[src/rtl/supervisor_bombas.sv]
// Motor feed arbiter for two pump controllers: grants at most one motor at a time,
// enforcing minimum/maximum on-time, a dead gap between runs, and a latched fault.
module supervisor_bombas #(
    parameter int MIN_ON = 8,
    parameter int MAX_ON = 32,
    parameter int DEAD   = 2,
    parameter int W      = 8
) (
    input  logic       clk,
    input  logic       rst,
    input  logic       req_b1,
    input  logic       req_b2,
    input  logic       alarme_b1,
    input  logic       alarme_b2,
    input  logic       parada,
    input  logic       rec,
    output logic       m1,
    output logic       m2,
    output logic       alarme_geral,
    output logic [2:0] estado
);

    typedef enum logic [2:0] {
        S_IDLE   = 3'd0,
        S_RUN_B1 = 3'd1,
        S_RUN_B2 = 3'd2,
        S_DEAD   = 3'd3,
        S_FAULT  = 3'd4
    } state_t;

    localparam logic [W-1:0] MIN_LIM  = W'(MIN_ON - 1);
    localparam logic [W-1:0] MAX_LIM  = W'(MAX_ON - 1);
    localparam logic [W-1:0] DEAD_LIM = W'(DEAD - 1);

    // ultimo encoding: 0 = pump 1 served last, 1 = pump 2 served last
    localparam logic ULT_B1 = 1'b0;
    localparam logic ULT_B2 = 1'b1;

    state_t         state_q, state_d;
    logic [W-1:0]   cnt_q, cnt_d;
    logic           ultimo_q, ultimo_d;
    logic           falha;

    always_ff @(posedge clk) begin
        if (rst) begin
            state_q  <= S_IDLE;
            cnt_q    <= '0;
            ultimo_q <= ULT_B2;
        end else begin
            state_q  <= state_d;
            cnt_q    <= cnt_d;
            ultimo_q <= ultimo_d;
        end
    end

    always_comb begin
        state_d  = state_q;
        ultimo_d = ultimo_q;
        falha    = alarme_b1 | alarme_b2 | parada;

        if (falha) begin
            state_d = S_FAULT;
        end else begin
            case (state_q)
                S_IDLE: begin
                    if (req_b1 && req_b2)
                        state_d = (ultimo_q == ULT_B1) ? S_RUN_B2 : S_RUN_B1;
                    else if (req_b1)
                        state_d = S_RUN_B1;
                    else if (req_b2)
                        state_d = S_RUN_B2;
                end
                S_RUN_B1: begin
                    if ((!req_b1 && cnt_q >= MIN_LIM) || (req_b2 && cnt_q >= MAX_LIM))
                        state_d = S_DEAD;
                end
                S_RUN_B2: begin
                    if ((!req_b2 && cnt_q >= MIN_LIM) || (req_b1 && cnt_q >= MAX_LIM))
                        state_d = S_DEAD;
                end
                S_DEAD: begin
                    if (cnt_q == DEAD_LIM)
                        state_d = S_IDLE;
                end
                S_FAULT: begin
                    if (rec)
                        state_d = S_DEAD;
                end
                default: state_d = S_IDLE;
            endcase
        end

        // Any departure from a run (normal exit or fault) records who was served,
        // so fairness survives a fault interrupting a run.
        if (state_q == S_RUN_B1 && state_d != S_RUN_B1)
            ultimo_d = ULT_B1;
        else if (state_q == S_RUN_B2 && state_d != S_RUN_B2)
            ultimo_d = ULT_B2;

        if (state_d != state_q)
            cnt_d = '0;
        else if (cnt_q != '1)
            cnt_d = cnt_q + 1'b1;
        else
            cnt_d = cnt_q;
    end

    assign m1           = (state_q == S_RUN_B1);
    assign m2           = (state_q == S_RUN_B2);
    assign alarme_geral = (state_q == S_FAULT);
    assign estado       = state_q;

endmodule

[config.mk]
export PLATFORM = sky130hd
export DESIGN_NAME = supervisor_bombas
export DESIGN_NICKNAME = d
export VERILOG_FILES = /design/src/rtl/supervisor_bombas.sv
export SDC_FILE = /design/constraint.sdc
export NUM_CORES = 1
export LEC_CHECK = 0
export ABC_AREA = 0
export CORE_MARGIN = 1
export CORE_UTILIZATION = 54
export DETAILED_ROUTE_END_ITERATION = 16
export PLACE_DENSITY = 0.81
export SYNTH_ARGS = -nofsm -noshare
export SYNTH_HDL_FRONTEND = slang
export SYNTH_SLANG_ARGS = --single-unit
[constraint.sdc]
create_clock -name clk -period 4.9 [get_ports clk]
set_input_delay 0.49 -clock clk [delete_from_list [all_inputs] [get_ports clk]]
set_output_delay 0.49 -clock clk [all_outputs]
set_load 0.02 [all_outputs]
==> Yosys cells after proc, flatten, opt, wreduce, memory -nomap -nowiden <==
Index checks and enable logic that the tools add are counted.
Widths: inputs -> output; s select.
{ "word_totals": {"inputBits": 8, "reg_bits": 12, "out_inout_bits": 6, "elab_cells": 43} }
{ "op_classes": {"n_bitwise": 2, "order_cmp": 2, "n_reduce_logical": 14, "eq_ne": 9, "addsub": 1, "muxes": 12} }
{ "ops": {"columns": ["operator", "count"], "rows": [
  ["$mux 3", 8],
  ["$pmux 3 s5", 1],
  ["$add 8x1->8 const B", 1],
  ["$eq 8x1->1 const B", 1],
  ["$ge 8x3->1 const B", 1],
  ["$ge 8x5->1 const B", 1],
  ["$ne 8x8->1 const B", 1],
  ["$logic_and 1x1->1", 7],
  ["$eq 3x2->1 const B", 2],
  ["$eq 3x1->1 const B", 1],
  ["$eq 3x3->1 const B", 1],
  ["$logic_not 3->1", 1],
  ["$ne 3x1->1 const B", 1],
  ["$ne 3x2->1 const B", 1],
  ["$ne 3x3->1", 1],
  ["$logic_not 1->1", 2],
  ["$logic_or 1x1->1", 2],
  ["$mux 1", 2],
  ["$mux 2", 1],
  ["$or 1x1->1", 2],
  ["$reduce_bool 2->1", 1],
  ["$reduce_or 2->1", 1]
]} }

==> Depth between registers and ports, before layout <==
Gate-level depths: netlist of run 1.
{ "logic_depth": {"ltp_word": 10, "depth_mapped": 8, "ltp_nobuf": 8} }

==> Least setup slack after synthesis of run 1 <==
OpenSTA, ideal clock, no wires.
{ "synth_timing": {"path_type": "reg-to-reg", "start": "register state_q[0], in the netlist estado[0]", "end": "register cnt_q[0]", "path_stages_with_launch": 7, "t_arrival_ps": 2138, "setup_slack_ps": 2621, "setup_time_ps": 141, "path_cell_list": "dfxtp_1 -> buf_2 -> nor3b_1 -> o21a_1 -> o21ai_1 -> xnor2_1 -> nor3_1"} }
{ "synth_via": {"word_cells_on_any_way": 16, "classes_between": "eq/ne: 5; mux: 9; reduce/logical: 2"} }
{ "synth_lines": {"columns": ["item", "line", "source"], "rows": [
  ["start, declared", "39", "state_t state_q, state_d;"],
  ["start signal, assigned", "50", "state_q <= state_d;"],
  ["$eq 3x1->1", null, null],
  ["via m1", "17", "output logic m1,"],
  ["$pmux 3 s5", "64", "case (state_q)"],
  ["$mux 3", "61", "if (falha) begin"],
  ["$ne 3x3->1", "100", "if (state_d != state_q)"],
  ["$reduce_or 2->1 (no line)", null, null],
  ["end signal, assigned", "51", "cnt_q <= cnt_d;"],
  ["end, declared", "40", "logic [W-1:0] cnt_q, cnt_d;"]
]} }
The timed path passes the listed nets, and every way through them passes these cells.
A chain may end at the register's enable or synchronous reset.

==> Worst setup path in the final report of run 1 <==
{ "layout_timing": {"start": "register state_q[0], in the netlist estado[0]", "end": "output port m1"} }
{ "layout_via": {"elab_chain_cells": 1} }
{ "layout_lines": {"columns": ["item", "line", "source"], "rows": [
  ["$eq 3x1->1", "108", "assign m1 = (state_q == S_RUN_B1);"],
  ["end, declared", "17", null]
]} }
Every way passes these cells.

==> impl_metrics.ini, run 1 <==
[clock_tree]
cts_root_buf = clkbuf_4
cts_inserted_buffers = 3
htreeDepth = 1
cts_tree = yes
clock_path_buffers = 2
clk_pin_slew_ns = 0.08
ctsHoldBuffers = 0
postCtsResizedCells = 0
clock_sinks = 12
worstSkewPairLatency_ns = 0.29
post-cts-setup-buffers = 0

[timing]
final_hold_viol_count = 0
rsz0062_at_grt = no
post-route-period-util_pct = 51.23
period_needed_ns = 2.510
fmax_ghz = 0.3983
slew_violations = 0
worst_slew_margin_rel_pct = 54.45
finalSetupViolCount = 0
tns_ns = 0
max_slew.worst_pin.slew_ns = 0.6784
clock_skew_ns = 0.009287

[routing]
drt_wl_total_um = 1917
drc = 0
firstDrtPassIters = 4
drtIter0Drc = 29
viasPerCell = 6.283
drtAntennaViolNets = 0
wire_per_inst_um = 15.09
vias = 798

[setup_path]
r2r-start = cnt_q[0]$_SDFFE_PP0P_
regToRegSetupSlack_ns = 2.53
cp-start-kind = flip-flop
r2r-end = cnt_q[2]$_SDFFE_PP0P_
reg2regPathDepth = 7
crit_type = flip-flop to output port
critPathCapture = m1
endpoint_kind = output port
startpoint = estado[0]$_SDFF_PP0_
cp.required_ns = 4.41
path_max_fanout = 13
cp.arrival_ns = 2.02

[yosys]
synth_common_cells = dfxtp_1, nor2_1, nor3_1
avgSynthCellArea_um2 = 8.101
synth_ff_type = dfxtp_1
synthCells = 99
ys_ff_latch = 12
yosysUniqueCellTypes = 40
yosysWarnings = 0
synth_edf_count = 0
syn_nets = 109
yosysTopAreaCellShare_pct = 29.95
async_flop_share_pct = 0
synth.area.top_cells = dfxtp_1, nor3_1, nor2_1
ys_seq_area_share_pct = 29.95
synth_area_um2 = 802.0
synth_largest_area_cell = dfxtp_1

[die]
initial_core_util_pct = 60.13
die_h_um = 40.54
num_rows = 13
io_pins = 14
coreArea_mm2 = 0.001334
die_w_um = 40.54
die-area_mm2 = 0.001643

[power_and_ir_drop]
p_leak_nw = 0.3168
powerDensity_mw_per_mm2 = 224.5
ir_worst_vdd_mv = 0.1668

[global_routing]
grt_pass1_wl_um = 2773
grt_overflow_total = 0
first_global_vias = 642
antenna_found_initial = 0
grt_use_total_pct = 26.05
grt_max_degree = 14

[worst_hold_path]
hp-start = cnt_q[1]$_SDFFE_PP0P_
min_path_type = flip-flop to flip-flop

[placement]
gp_congestion = 0.8473
dp_hpwl_um = 1389
place_area_um2 = 925.9
port_buffers = 13

[layout]
drive_gt1_share_pct = 8.929
fin_area_um2 = 962.2
fin_nets = 123
area_growth_pct = 19.97
nFillCells = 106
multi_input_area_um2 = 529.3
ff_latch_area_um2 = 240.2
diodes = 0

[status]
outcome = complete, no violations

[flow_run]
max_cap_violations = 0
where the power goes:
part | switching, mW | internal, mW | leakage [nW]
sequential | 0.00434 | 0.0995 | 0.0974
clock | 0.0347 | 0.0453 | 0.0210
combinational | 0.0157 | 0.0164 | 0.198
cell type report:
| cell class | count | share of cell area (%) |
|---|---|---|
| Timing Repair Buffer | 13 | 13.52 |
| Clock buffer | 4 | 3.771 |
| Sequential cell | 12 | 24.97 |
| Inverter | 2 | 0.7802 |
| Tap cell | 15 | 1.951 |
| Multi-Input combinational cell | 81 | 55.01 |
registers in the layout, summed over array words and instances, names as in the netlist:
register,cells
cnt_q,8
estado,3
ultimo_q,1
layout by cell type (no fill, tap or decap), types with 3 or more instances in the layout:
| cell | n |
|---|---|
| nand4_1 | 4 |
| nor3b_1 | 3 |
| nor2_1 | 12 |
| o21ai_0 | 5 |
| nand2_1 | 6 |
| nor3_1 | 9 |
| nand3_1 | 4 |
| clkdlybuf4s50_1 | 13 |
| dfxtp_1 | 12 |
| clkbuf_4 | 3 |
critical path: stages (launching register included):
cell and delay, ns:
dfxtp_1 0.59, nor3b_1 0.45, clkdlybuf4s50_1 0.69
stage by stage:
stage / power, mW / util [%] / setup slack, ns / hold slack [ns] / std cells
floorplan: 0.1234 / - / 2.621 / 0.5418 / 99
global placement: 0.1360 / 69.42 / 2.538 / 0.5778 / 123
detailed placement: 0.1373 / 69.42 / 2.482 / 0.5873 / 123
CTS: 0.2157 / 72.14 / 2.416 / 0.5977 / 127
global route: 0.2257 / 72.14 / 2.294 / 0.6416 / 127
finish: 0.2160 / 72.14 / 2.390 / 0.5971 / 127
worst min-delay path by stage:
stage | to | slack, ns | cells past startpoint
after detailed placement | cnt_q[1]$_SDFFE_PP0P_ | 0.59 | 2
after global routing | cnt_q[6]$_SDFFE_PP0P_ | 0.64 | 2
after global placement | cnt_q[0]$_SDFFE_PP0P_ | 0.58 | 2
after CTS | cnt_q[1]$_SDFFE_PP0P_ | 0.60 | 2
final | cnt_q[1]$_SDFFE_PP0P_ | 0.60 | 2
after floorplan | ultimo_q$_SDFFE_PP1P_ | 0.54 | 2
routing by layer:
metal | track usage (%) | vias to the layer above | part of all wire, %
met2 | 38.89 | 27 | 44
met4 | 10.00 | 0 | 0.99
met1 | 35.31 | 375 | 50
li1 | - | 394 | -
met3 | 6.667 | 2 | 4.5
met5 | 0 | - | 0
logic make-up (layout without fill, tap and decap cells):
kind of cell | count (synthesis) | count (layout) | share of synthesized area (%)
AND/OR/NAND/NOR | 53 | 53 | 39.00
XOR/XNOR | 4 | 4 | 4.369
multiplexers | 1 | 1 | 1.248
buffers and inverters | 6 | 19 | 4.056
flip-flops | 12 | 12 | 29.95
adder cells (fa/ha/maj) | 2 | 2 | 3.120
AO/OA/AOI/OAI | 21 | 21 | 18.25
(Power assumes the default switching activity.)
==> inputs of run 2 (changes only) <==
Settings changed: CORE_UTILIZATION 54 to 50, PLACE_DENSITY 0.81 to 0.76.
Clock period 4.9 ns to 2.4 ns, I/O delays scaled along.
==> run 2 against run 1 <==
  * Sequential power grew 100%
  * Critical path depth unchanged
  * Sequential share of layout area is 0.23 points lower
  * Final cell count increased by 0.79%
  * Largest power group unchanged
==> impl_metrics.ini, run 2 (synthesis gave the netlist of run 1 again) <==
[layout]
mostFrequentLayoutCell = clkdlybuf4s50_1
regMostFlops = cnt_q
largest_reg_flops = 8
diodes = 0
layout_common_cells = clkdlybuf4s50_1, nor2_1, dfxtp_1, nor3_1, nand2_1
drive_gt1_share_pct = 9.821
fin_nets = 123
area_growth_pct = 21.06

[clock_tree]
cts_tree = yes
clk_pin_slew_ns = 0.08
htreeDepth = 1
worstSkewPairLatency_ns = 0.27
clock_sinks = 12
cts_inserted_buffers = 3
cts_root_buf = clkbuf_4
clock_path_buffers = 2
post-cts-setup-buffers = 0

[die]
die_w_um = 42.05
coreArea_mm2 = 0.001506
die-area_mm2 = 0.001768
die_h_um = 42.05
io_pins = 14
num_rows = 14
initial_core_util_pct = 53.24

[power_and_ir_drop]
swShare_pct = 25.30
ir_worst_vdd_mv = 0.3164
power_uw = 440.5
power.switching_uw = 111.4
p_int_uw = 329.0
powerDensity_mw_per_mm2 = 453.6
clkPwrFrac_pct = 37.4
comb_power_share_pct = 14.5
pwr-share-seq_pct = 48.1
p_leak_nw = 0.3255

[global_routing]
grt_overflow_total = 0
antenna_found_initial = 0
grt_use_total_pct = 23.18
first_global_vias = 727
grt_max_degree = 14
grt_pass1_wl_um = 3249

[setup_path]
critPathCapture = m1
cp.required_ns = 2.16
startpoint = estado[0]$_SDFF_PP0_
crit_type = flip-flop to output port
path_max_fanout = 13
regToRegSetupSlack_ns = 0.22
cp.arrival_ns = 1.97
cp-start-kind = flip-flop
endpoint_kind = output port
r2r-start = cnt_q[0]$_SDFFE_PP0P_
r2r-end = cnt_q[0]$_SDFFE_PP0P_
reg2regPathDepth = 7

[routing]
drc = 0
firstDrtPassIters = 4
vias = 790
drtAntennaViolNets = 0
drt_wl_total_um = 1741
drtIter0Drc = 20
wire_per_inst_um = 13.60
viasPerCell = 6.172

[placement]
dp_hpwl_um = 1258
place_ws_ns = 0.1746
gp_congestion = 0.7955
port_buffers = 13

[worst_hold_path]
min_path_type = flip-flop to flip-flop

[timing]
finalSetupViolCount = 0
post-route-period-util_pct = 92.09
rsz0062_at_grt = no
worst_slack_ns = 0.1898
slew_violations = 0
max_slew.worst_pin.slew_ns = 0.4540
fmax_ghz = 0.4525
worst_slew_margin_rel_pct = 69.69
tns_ns = 0
final_hold_viol_count = 0
clock_skew_ns = 0.003238
period_needed_ns = 2.210

[flow_run]
max_cap_violations = 0

[status]
outcome = complete, no violations
-- run 2: cell counts in the layout (fill, tap and decap cells not counted) --
No cell type changed its count.
-- run 2: layout make-up --
class / instances / area, µm²
Multi-Input combinational cell: 81 / 536.8
Fill cell: 136 / 535.5
Sequential cell: 12 / 240.2
Timing Repair Buffer: 13 / 130.1
Clock buffer: 4 / 36.28
Tap cell: 16 / 20.02
Inverter: 2 / 7.507
-- run 2: critical path, cell delays in order, from the launching register on --
cell             delay (ns)
dfxtp_1                0.61
nor3b_1                0.41
clkdlybuf4s50_1        0.68
-- run 2: how the worst min path moves through the flow --
stage,start,to,slack (ns),cells past startpoint
2_1_floorplan,rst,estado[0]$_SDFF_PP0_,0.31,1
3_3_place_gp,cnt_q[6]$_SDFFE_PP0P_,cnt_q[6]$_SDFFE_PP0P_,0.58,2
3_5_place_dp,cnt_q[6]$_SDFFE_PP0P_,cnt_q[6]$_SDFFE_PP0P_,0.58,2
4_1_cts,cnt_q[6]$_SDFFE_PP0P_,cnt_q[6]$_SDFFE_PP0P_,0.60,2
5_1_grt,rst,estado[2]$_SDFF_PP0_,0.63,2
6_report,cnt_q[6]$_SDFFE_PP0P_,cnt_q[6]$_SDFFE_PP0P_,0.59,2
-- run 2: power groups by stage --
| stage | clock network (mW) | registers [mW] | logic, mW |
|---|---|---|---|
| after global routing | 0.178 | 0.213 | 0.0698 |
| after global placement | 0 | 0.216 | 0.0625 |
| after floorplan | 0 | 0.214 | 0.0383 |
| final | 0.165 | 0.212 | 0.0637 |
| after CTS | 0.168 | 0.212 | 0.0635 |
| after detailed placement | 0 | 0.217 | 0.0627 |
-- run 2: per-stage QoR --
step / cells / hold slack [ns] / utilization (%) / cell area, µm²
3_5_place_dp: 124 / 0.5823 / 61.54 / 927.1
4_1_cts: 128 / 0.5993 / 63.95 / 963.4
6_report: 128 / 0.5924 / 64.45 / 970.9
5_1_grt: 128 / 0.6306 / 64.45 / 970.9
2_1_floorplan: 99 / 0.3124 / - / 802.0
3_3_place_gp: 124 / 0.5773 / 61.54 / 927.1
-- run 2: layer usage --
layer  part of all wire [%]  GRT usage, %  up-vias  routed length (µm)
li1                       -             -      395                   -
met1                     48         31.00      371                 830
met2                     47         36.25       16                 817
met3                    2.8         4.741        8                  49
met4                    2.5         10.00        0                  43
met5                      0             0        -                   0
-- run 2: timing repair --
| action | CTS | global route |
|---|---|---|
| setup endpoints to repair | 0 | 8 |
| gates resized for setup | 0 | 1 |
| hold buffers | 0 | 0 |
